File: src/rtl/bus_arbiter_rr.sv
// bus_arbiter_rr: round-robin arbiter for a shared bus with NUM_MASTERS
// requesters. A grant is issued one edge after a request is seen in IDLE and
// held until the owner drops its request, the slave signals done, or the hold
// timer expires. Every release is followed by a single idle turnaround cycle.
// All outputs come straight from flops.
module bus_arbiter_rr #(
    parameter int NUM_MASTERS    = 2,
    parameter int TIMEOUT_CYCLES = 64,
    localparam int MSEL_W        = $clog2(NUM_MASTERS),
    localparam int HOLD_W        = $clog2(TIMEOUT_CYCLES)
) (
    input  logic                   clk,
    input  logic                   rstn,
    input  logic [NUM_MASTERS-1:0] breq,
    input  logic                   done,
    output logic [NUM_MASTERS-1:0] bgrant,
    output logic [MSEL_W-1:0]      msel,
    output logic                   bus_busy,
    output logic                   timeout_err
);

    typedef enum logic [1:0] {
        ST_IDLE  = 2'd0,
        ST_OWNED = 2'd1,
        ST_TURN  = 2'd2
    } state_e;

    // Master NUM_MASTERS-1 is the notional previous owner out of reset, so
    // the upward scan starts at master 0.
    localparam logic [MSEL_W-1:0] LAST_RST = MSEL_W'(NUM_MASTERS - 1);
    // Hold count at which the owner is forcibly released.
    localparam logic [HOLD_W-1:0] HOLD_MAX = HOLD_W'(TIMEOUT_CYCLES - 1);

    state_e                 state_q;
    logic [NUM_MASTERS-1:0] bgrant_q;
    logic [MSEL_W-1:0]      msel_q;
    logic [MSEL_W-1:0]      last_owner_q;
    logic                   bus_busy_q;
    logic                   timeout_err_q;
    logic [HOLD_W-1:0]      hold_q;

    logic [MSEL_W-1:0]      winner_s;
    logic [MSEL_W-1:0]      cand_s;
    logic                   found_s;
    logic                   owner_req_s;
    logic                   hold_max_s;

    // One-hot decode of a master index.
    function automatic logic [NUM_MASTERS-1:0] onehot(input logic [MSEL_W-1:0] idx);
        logic [NUM_MASTERS-1:0] vec;
        vec      = '0;
        vec[idx] = 1'b1;
        return vec;
    endfunction

    // Round-robin pick: first requester scanning upward from last_owner+1,
    // wrapping, with last_owner itself considered last.
    always_comb begin
        winner_s = last_owner_q;
        found_s  = 1'b0;
        cand_s   = '0;
        for (int k = 1; k <= NUM_MASTERS; k++) begin
            cand_s = MSEL_W'((int'(last_owner_q) + k) % NUM_MASTERS);
            if (!found_s && breq[cand_s]) begin
                winner_s = cand_s;
                found_s  = 1'b1;
            end else begin
                winner_s = winner_s;
            end
        end
    end

    // Release conditions seen by the current owner.
    always_comb begin
        owner_req_s = breq[msel_q];
        hold_max_s  = (hold_q == HOLD_MAX);
    end

    // Arbitration FSM with registered grant, select, busy and timeout outputs.
    always_ff @(posedge clk or negedge rstn) begin
        if (!rstn) begin
            state_q       <= ST_IDLE;
            bgrant_q      <= '0;
            msel_q        <= '0;
            last_owner_q  <= LAST_RST;
            bus_busy_q    <= 1'b0;
            timeout_err_q <= 1'b0;
            hold_q        <= '0;
        end else begin
            timeout_err_q <= 1'b0;
            case (state_q)
                ST_IDLE: begin
                    if (|breq) begin
                        state_q      <= ST_OWNED;
                        bgrant_q     <= onehot(winner_s);
                        msel_q       <= winner_s;
                        last_owner_q <= winner_s;
                        bus_busy_q   <= 1'b1;
                        hold_q       <= '0;
                    end else begin
                        state_q      <= ST_IDLE;
                    end
                end
                ST_OWNED: begin
                    // done and a dropped request on the same edge are one release.
                    if (done || !owner_req_s) begin
                        state_q       <= ST_TURN;
                        bgrant_q      <= '0;
                        bus_busy_q    <= 1'b0;
                        hold_q        <= '0;
                    end else if (hold_max_s) begin
                        state_q       <= ST_TURN;
                        bgrant_q      <= '0;
                        bus_busy_q    <= 1'b0;
                        hold_q        <= '0;
                        timeout_err_q <= 1'b1;
                    end else begin
                        hold_q        <= hold_q + HOLD_W'(1);
                    end
                end
                ST_TURN: begin
                    // Turnaround: bus stays idle; done here is ignored.
                    state_q <= ST_IDLE;
                end
                default: begin
                    state_q    <= ST_IDLE;
                    bgrant_q   <= '0;
                    bus_busy_q <= 1'b0;
                    hold_q     <= '0;
                end
            endcase
        end
    end

    assign bgrant      = bgrant_q;
    assign msel        = msel_q;
    assign bus_busy    = bus_busy_q;
    assign timeout_err = timeout_err_q;

endmodule

File: config.mk
export PLATFORM = sky130hd
export DESIGN_NAME = bus_arbiter_rr
export DESIGN_NICKNAME = d
export VERILOG_FILES = /design/src/rtl/bus_arbiter_rr.sv
export SDC_FILE = /design/constraint.sdc
export NUM_CORES = 1
export LEC_CHECK = 0
export BUFFER_PORTS_ARGS = -buffer_cell sky130_fd_sc_hd__buf_2
export CAP_MARGIN = 10
export CELL_PAD_IN_SITES_DETAIL_PLACEMENT = 0
export CELL_PAD_IN_SITES_GLOBAL_PLACEMENT = 2
export CORE_MARGIN = 1
export CORE_UTILIZATION = 30
export DETAILED_ROUTE_END_ITERATION = 8
export GPL_TIMING_DRIVEN = 0
export PLACE_DENSITY = 0.69
export REMOVE_ABC_BUFFERS = 1
export SYNTH_ARGS = -nofsm -noshare
export SYNTH_HDL_FRONTEND = slang
export SYNTH_SLANG_ARGS = --single-unit
File: constraint.sdc
create_clock -name clk -period 1.4 [get_ports clk]
set_input_delay 0.21 -clock clk [delete_from_list [all_inputs] [get_ports clk]]
set_output_delay 0.21 -clock clk [all_outputs]
set_load 0.005 [all_outputs]
Word-level counts from Yosys, hierarchy flattened
Index checks and enable logic that the tools add are counted.
{"block": "totals", "reg_bits": 14, "output_inout_bits": 5, "wordCells": 61, "in_bits": 5}
{"block": "classes", "addsub": 3, "eq_ne": 5, "reduce_logical": 10, "n_bitwise": 1, "muxes": 30, "order_cmp": 5}
{"cell": "2-to-1 mux 6 bit", "count": 3}
{"cell": "one-hot mux 6 bit (3 select lines)", "count": 1}
{"cell": "2-to-1 mux 1 bit", "count": 17}
{"cell": "2-to-1 mux 2 bit", "count": 5}
{"cell": "< comparator 1 x 2 -> 1 bit (second input constant)", "count": 4}
{"cell": "adder 6 x 1 -> 6 bit (second input constant)", "count": 1}
{"cell": "equality test 6 bit (second input constant)", "count": 1}
{"cell": "one-hot mux 2 bit (3 select lines)", "count": 1}
{"cell": "one-hot mux 2 bit (2 select lines)", "count": 1}
{"cell": "AND reduction 2 bit", "count": 2}
{"cell": "!= test 3 bit (second input constant)", "count": 1}
{"cell": "one-hot mux 1 bit (3 select lines)", "count": 1}
{"cell": "AND reduction 3 bit", "count": 1}
{"cell": "adder 1 bit (second input constant)", "count": 2}
{"cell": "equality test 2 x 1 -> 1 bit (second input constant)", "count": 1}
{"cell": "equality test 2 bit (second input constant)", "count": 1}
{"cell": "logical AND 1 bit", "count": 2}
{"cell": "zero test 1 bit", "count": 2}
{"cell": "zero test 2 bit", "count": 1}
{"cell": "!= test 2 bit (second input constant)", "count": 1}
{"cell": "OR reduction 2 bit", "count": 1}
{"cell": "demux 1 bit (select 1 bit)", "count": 1}
{"cell": "greater-or-equal comparator 1 bit (second input constant)", "count": 1}
{"cell": "logical OR 1 bit", "count": 1}
{"cell": "inverter 1 bit", "count": 1}

Depth between registers and ports, before layout
Gate-level depths: netlist of the first run.
{"block": "logic_depth", "ltp_word": 13, "depth_mapped": 5, "ltp_nobuf": 5}

Least setup slack after synthesis of the first run
Ideal clock, no wire load.
{"block": "synth_timing", "path_kind": "reg-to-reg", "startpoint": "reg state_q[1]", "endpoint": "reg bgrant_q[1] (netlist: bgrant[1])", "period_less_slack_ns": 1.482, "slack_ns": -0.082, "setup_time_ns": 0.064, "n_path_buf": 0, "arrival_time_ns": 1.418, "t_required_ns": 1.336, "path_stages_with_launch": 5, "cell_sequence": "dfrtp_1 -> or3b_4 -> or2_2 -> nor2b_4 -> a22o_2"}
{"block": "synth_between", "elab_chain_cells": 3, "elab_cells_between_ends": 8, "classes_between": "4 x eq/ne; 1 x mux; 1 x bitwise; 2 x reduce/logical"}
{"item": "from (decl)", "line_no": "34", "source": "state_e state_q;"}
{"item": "from (signal assigned)", "line_no": "82", "source": "state_q <= ST_IDLE;"}
{"item": "from (signal assigned)", "line_no": "94", "source": "state_q <= ST_OWNED;"}
{"item": "from (signal assigned)", "line_no": "101", "source": "state_q <= ST_IDLE;"}
{"item": "equality test 2 x 1 -> 1 bit, or another cell as far along", "line_no": "91", "source": "case (state_q)"}
{"item": "!= test 3 bit (no source line), or another cell as far along"}
{"item": "AND reduction 3 bit (no source line)"}
{"item": "to (signal assigned)", "line_no": "95", "source": "bgrant_q <= onehot(winner_s);"}
{"item": "to (decl)", "line_no": "35", "source": "logic [NUM_MASTERS-1:0] bgrant_q;"}
Several ways; a longest one is shown, not always the timed one.
A chain may end at the register's enable or synchronous reset.

Worst setup path after layout of the first run
Same ends and word-level chain as after synthesis.

==> results of run 1 <==
==> logic make-up after synthesis <==
group                    synth area share, %
flip-flops                             51.18
AND/OR/NAND/NOR                        19.49
multiplexers                           1.457
XOR/XNOR                               1.275
adder cells (fa/ha/maj)                1.821
buffers and inverters                  1.093
AO/OA/AOI/OAI                          23.68
==> worst max-delay path by stage <==
stage / start / end / cells after the start / slack [ns]
2_1_floorplan: state_q[1] / bgrant[1] / 4 / -0.08
3_3_place_gp: state_q[0] / bgrant[1] / 4 / -0.25
3_5_place_dp: state_q[0] / bus_busy / 4 / -0.22
4_1_cts: state_q[1] / hold_q[3] / 4 / -0.12
5_1_grt: state_q[1] / bgrant[1] / 4 / -0.15
6_report: state_q[1] / bgrant[1] / 4 / -0.11
==> Yosys cell counts (2+ instances only) <==
master / instances
inv_1: 2
o21ai_0: 6
nand3_1: 4
nand2b_1: 2
a31oi_1: 2
nor3_1: 2
a21oi_1: 3
o2bb2ai_1: 2
dfrtp_1: 13
nand2_1: 6
nor2_1: 5
==> metal layers <==
metal | share of wire, % | vias up | track usage (%)
met5 | 0 | - | 0
li1 | - | 293 | -
met1 | 52 | 282 | 19.31
met4 | 0.64 | 0 | 2.857
met2 | 43 | 10 | 19.14
met3 | 3.9 | 2 | 6.790
==> where the power goes <==
part           internal (mW)  switching [mW]  total, mW
combinational          0.320           0.312      0.631
sequential             0.523          0.0951      0.618
clock                  0.111           0.129      0.239
==> through the flow <==
step                util, %  worst slack (ns)  cells  total power, mW
floorplan                 -          -0.08167     66           0.9054
global placement      37.14           -0.2457    102            1.056
detailed placement    37.14           -0.2204    102            1.054
global route          44.84           -0.1534    116            1.608
finish                44.84           -0.1091    116            1.489
CTS                   41.32           -0.1218    112            1.386
==> final cells by class <==
type,instances,area (µm²)
multi-input cells,50,374.1
inverters,2,7.507
clock buffers,4,26.28
flip-flops and latches,14,352.8
fillers,207,1137
repair buffers,19,130.1
well taps,27,33.78
==> state kept, by name, summed over array words and instances, names as in the netlist <==
register,cells
state_q,2
hold_q,6
timeout_err,1
last_owner_q,1
bgrant,2
msel,1
bus_busy,1
==> what timing repair did <==
item,CTS,global route
pin swaps,5,5
gates resized for setup,6,12
buffers inserted,5,4
endpoints found under the hold margin,13,0
cloned,0,0
endpoints found under the setup margin,12,12
hold buffers,1,0
==> metrics.md, run 1 <==
| Metric | Value |
|---|---|
| Outcome | finished, violations left |
| Failing checks | setup timing |
| Hold violation count in the final report | 0 |
| Placed inst area | 765.7 µm² |
| Depth of the worst hold-timing path | 2 |
| Fin crit period | 1.509 ns |
| CP required | 1.63 ns |
| Crit-path max cell delay | 0.40 ns |
| Actual slew at the worst max-slew pin | 0.3287 ns |
| Setup ws final | -0.1091 ns |
| Period utilization | 107.8% |
| IO Port Bufs | 9 |
| Slew headroom | 77.46% |
| Max Fclk | 0.6626 GHz |
| FF-to-FF Start | state_q[1] |
| Worst reg2reg endpoint | bgrant[1] |
| Largest cells by area after synthesis | dfrtp_1 47%, o21ai_0 4.4%, dfstp_2 3.8% |
| Vias per cell | 5.060 |
| H-Tree Level Count | 1 |
| Grt ovf | 0 |
| Hpwl dp | 1001 µm |
| Total track usage | 13.85% |
| RSZ-0062 raised after global routing | true |
| Clock root cell | clkbuf_4 |
| EDFF count, synth | 0 |
| DRC violations left | 0 |
| Syn_area_per_cell | 10.41 µm² |
| Delay-heaviest family, CP | simple AND/OR/NAND/NOR gates |
| Nets@finish | 96 |
| First-pass GRT wire length | 2497 µm |
| Total wire length | 1554 µm |
| Die footprint | 0.002485 mm² |
| Hold Path Origin | breq[0] |
| Fin area | 924.6 µm² |
| Vias post-DR | 587 |
| Die Wd | 49.85 µm |
| Number of synthesis warnings | 0 |
| TritonRoute pass-1 iters | 4 |
| Crit path arrival time | 1.74 ns |
| Power density cells | 1610 mW/mm² |
| Final setup viols | 10 |
| Starting DRT DRC Count | 17 |
| CP max-delay cell | dfrtp_2 |
| Most common flop cell mapped by yosys | dfrtp_1 |
| Max Cap Viol | 0 |
| Setup crit start kind | flip-flop |
| Mapped Cells | 66 |
| Ant. Diodes | 0 |
| Number of CTS-inserted buffers | 3 |
| Worst-Skew Late Latency | 0.28 ns |
| Routed length per instance | 13.40 µm |
| Area grow syn2layout | 34.61% |
| Most common cell after layout, fill and taps aside | dfrtp_1 |
| Hold slack final | 0.1824 ns |
| CTS tree | done |
| Crit path max fanout | 5 |
| Worst Path Buf+Inv | 0 |
| Sequential area share after synthesis | 51.18% |
| Vert. Die Dim | 49.85 µm |
| CTS clk-pin slew, worst paths | 0.08 ns |
| Routability cong. | 0.7055 |
| Post-synth top area share | 47.36% |
| Leading area contributor after synthesis | dfrtp_1 |
| Hold WC Path Type | in2reg |
| Yosys cell types | 30 |
| Share of cells above drive strength 1 | 43.82% |
| Pleak | 0.4233 nW |
| Core ar. | 0.002062 mm² |
| Flop2flop setup slack | -0.11 ns |
| VDD IR max | 0.0007618 V |
| # clock sinks | 14 |
| Initial antenna violation count | 0 |
| Pin count of the biggest net entering global routing | 15 |
| Final setup TNS | -0.7065 ns |
| Most frequent cells in the layout | 12 x dfrtp_1, 9 x buf_2, 7 x buf_4 |
| Max clock buf depth | 2 |
| Skew final | 0.003806 ns |
| CP Class | reg2reg |
| Crit end category | flip-flop |
| Post-synthesis register bit count | 14 |
| Async set or reset register ratio after synthesis | 100.0% |
| Mapped Area | 686.9 µm² |
| Hold-critical path endpoint | last_owner_q |
| Crit-path cells | or3b_4 > or2_4 > nor2b_4 > a22o_2 |
| Top Ports | 10 |
| Reg2Reg Depth | 4 |
| Number of global-route vias before repair | 520 |
| Rows | 16 |
| Final Max Tran Viols | 0 |
| Starting density of the core | 33.31% |
| Antenna viol nets, final | 0 |
Note: power is estimated with default switching activity, not from simulation.
==> inputs of run 2 (changes only) <==
--- a/config.mk
+++ b/config.mk
@@ -6,15 +6,14 @@
 export NUM_CORES = 1
 export LEC_CHECK = 0
 export BUFFER_PORTS_ARGS = -buffer_cell sky130_fd_sc_hd__buf_2
-export CAP_MARGIN = 10
 export CELL_PAD_IN_SITES_DETAIL_PLACEMENT = 0
 export CELL_PAD_IN_SITES_GLOBAL_PLACEMENT = 2
 export CORE_MARGIN = 1
 export CORE_UTILIZATION = 30
 export DETAILED_ROUTE_END_ITERATION = 8
-export GPL_TIMING_DRIVEN = 0
 export PLACE_DENSITY = 0.69
 export REMOVE_ABC_BUFFERS = 1
+export SKIP_LAST_GASP = 1
 export SYNTH_ARGS = -nofsm -noshare
 export SYNTH_HDL_FRONTEND = slang
 export SYNTH_SLANG_ARGS = --single-unit
==> run 2 against run 1 <==
  * The flow still finishes with violations (setup timing)
  * Clock power decreased by 3%
  * Global-route usage increased by 0.50 points
  * Highest routed layer unchanged
  * Final cell count rose by 5.2%
  * Power down 1.9%
  * Critical endpoint is now hold_q[3]
  * First-iteration DRC count fell by 53%
==> metrics.md, run 2 (synthesis gave the netlist of run 1 again) <==
| Metric | Value |
|---|---|
| Outcome | finished, violations left |
| Failing checks | setup timing |
| Worst-Skew Late Latency | 0.28 ns (about the same) |
| IO Port Bufs | 9 (unchanged) |
| Hold violation count in the final report | 0 (unchanged) |
| Top Ports | 10 (unchanged) |
| Grt ovf | 0 (unchanged) |
| Setup crit start kind | flip-flop |
| Delay-heaviest family, CP | simple AND/OR/NAND/NOR gates |
| Crit-path max cell delay | 0.38 ns (-0.02 ns) |
| Fill cell count | 196 (-5.3%) |
| H-Tree Level Count | 1 (unchanged) |
| RSZ-0062 raised after global routing | true |
| Max clock buf depth | 2 (unchanged) |
| CTS tree | done |
| VDD IR max | 0.0007412 V (-2.7%) |
| Worst Path Buf+Inv | 0 (unchanged) |
| Crit end category | flip-flop |
| CP max-delay cell | dfrtp_1 |
| Total wire length | 1479 µm (-4.8%) |
| Number of global-route vias before repair | 548 (+5.4%) |
| Total track usage | 14.35% (+0.50 points) |
| Sw frac | 33.93% (-2.0 points) |
| Vias per cell | 4.672 (-7.7%) |
| Hold WC Path Type | in2reg |
| Pin count of the biggest net entering global routing | 15 (unchanged) |
| CP Class | reg2reg |
| # clock sinks | 14 (unchanged) |
| Hpwl dp | 1158 µm (+16%) |
| Vert. Die Dim | 49.85 µm (unchanged) |
| Max Fclk | 0.7019 GHz (+5.9%) |
| CTS clk-pin slew, worst paths | 0.07 ns (about the same) |
| Ant. Diodes | 0 (unchanged) |
| Number of CTS-inserted buffers | 3 (unchanged) |
| Initial antenna violation count | 0 (unchanged) |
| First-pass GRT wire length | 2553 µm (+2.2%) |
| Nets@finish | 102 (+6.3%) |
| Fin util | 45.21% (+0.36 points) |
| Final Max Tran Viols | 0 (unchanged) |
| TritonRoute pass-1 iters | 4 (unchanged) |
| Antenna viol nets, final | 0 (unchanged) |
| Rows | 16 (unchanged) |
| Largest Register | hold_q |
| Core ar. | 0.002062 mm² (unchanged) |
| Pleak | 0.4482 nW (+5.9%) |
| Actual slew at the worst max-slew pin | 0.3066 ns (-0.02207 ns) |
| Max Cap Viol | 0 (unchanged) |
| Routed length per instance | 12.12 µm (-9.5%) |
| Most frequent cells in the layout | 15 x buf_4, 13 x dfrtp_1, 9 x buf_2 |
| Setup ws final | -0.02477 ns (+0.08438 ns) |
| Max reg flops | 6 (unchanged) |
| Combinational share of power | 43.3% (+0.9 points) |
| Die Wd | 49.85 µm (unchanged) |
| Place WS | -0.07350 ns (+0.1469 ns) |
| Vias post-DR | 570 (-2.9%) |
| Crit path arrival time | 1.65 ns (-0.09 ns) |
| CP required | 1.62 ns (about the same) |
| Sequential fraction of design power | 40.7% (-0.8 points) |
| Slew headroom | 79.56% (+2.1 points) |
| Area grow syn2layout | 35.70% |
| Flop2flop setup slack | -0.02 ns (+0.08 ns) |
| Routability cong. | 0.7505 (+6.4%) |
| Crit-path cells | or3b_4 > a311o_1 > nor4_2 > a211o_1 |
| Crit path max fanout | 4 (-1) |
| DRC violations left | 0 (unchanged) |
| Clock root cell | clkbuf_4 |
| Cell internal pwr | 0.9652 mW (+1.3%) |
| Share of cells above drive strength 1 | 38.95% (-4.9 points) |
| Clock power share | 16.0% (about the same) |
| Die footprint | 0.002485 mm² (unchanged) |
| Most common cell after layout, fill and taps aside | buf_4 |
| Power density cells | 1567 mW/mm² (-2.7%) |
| P_sw | 0.4957 mW (-7.4%) |
| Final setup viols | 3 (-7) |
| Starting DRT DRC Count | 8 (-9) |
| Skew final | 0.004552 ns (+0.0007460 ns) |
| Starting density of the core | 33.31% (unchanged) |
| Period utilization | 101.8% (-6.0 points) |
| Fin crit period | 1.425 ns (-0.08438 ns) |
run 2: cell types whose count changed in the layout (fill, tap and decap cells not counted), moves of 2 or more:
cell	previous run	this run
o21ai_2	3	0
buf_4	7	15
o21ai_0	3	5
nor2_1	3	5
buf_6	2	0
run 2: path summary, 6_finish.rpt:
check | from | to | cells after the start
max | state_q[1] | hold_q[3] | 4
min | breq[0] | last_owner_q | 2
max reg2reg | state_q[1] | hold_q[3] | 4
min reg2reg | bus_busy | bus_busy | 1
max in group asynchronous | rstn | last_owner_q | 2
min in group asynchronous | rstn | hold_q[4] | 2
run 2: worst register-to-register path: stages, from the launching register on:
cell and delay (ns):
dfrtp_1 0.38, or3b_4 0.38, a311o_1 0.33, nor4_2 0.15, a211o_1 0.13
run 2: cell type report:
type | instances | area, µm² | area share, %
flip-flops and latches | 14 | 351.6 | 37.72
well taps | 27 | 33.78 | 3.624
repair buffers | 25 | 167.7 | 17.99
inverters | 2 | 7.507 | 0.8054
multi-input cells | 50 | 345.3 | 37.05
clock buffers | 4 | 26.28 | 2.819
run 2: layer usage:
metal  up-vias  global-route usage [%]  share of wire (%)
met2         7                   18.69                 41
met3         2                   5.556                3.3
li1        307                       -                  -
met5         -                       0                  0
met4         0                   7.143                1.3
met1       254                   20.19                 55
run 2: power by group through the flow:
stage / Clock, mW / Sequential (mW) / Combinational, mW
2_1_floorplan: 0 / 0.624 / 0.281
3_3_place_gp: 0 / 0.597 / 0.599
3_5_place_dp: 0 / 0.599 / 0.595
4_1_cts: 0.245 / 0.592 / 0.602
5_1_grt: 0.262 / 0.610 / 0.700
6_report: 0.233 / 0.595 / 0.633
run 2: timing repair:
| item | 4_1_cts | 5_1_grt |
|---|---|---|
| gates resized for setup | 1 | 4 |
| buffers inserted | 0 | 1 |
| endpoints found under the hold margin | 13 | 0 |
| pin swaps | 1 | 2 |
| hold buffers | 1 | 0 |
| endpoints found under the setup margin | 8 | 9 |
run 2: metrics by stage:
stage | cells | instance area, µm² | power [mW] | hold slack (ns) | setup TNS (ns)
after global placement | 116 | 870.8 | 1.196 | 0.1272 | -0.3270
final | 122 | 932.1 | 1.461 | 0.1854 | -0.05257
after detailed placement | 116 | 870.8 | 1.194 | 0.1222 | -0.3996
after floorplan | 66 | 686.9 | 0.9054 | -0.08559 | -0.4205
after CTS | 121 | 909.6 | 1.439 | 0.1649 | -0.05123
after global routing | 122 | 932.1 | 1.571 | 0.1905 | -0.3785
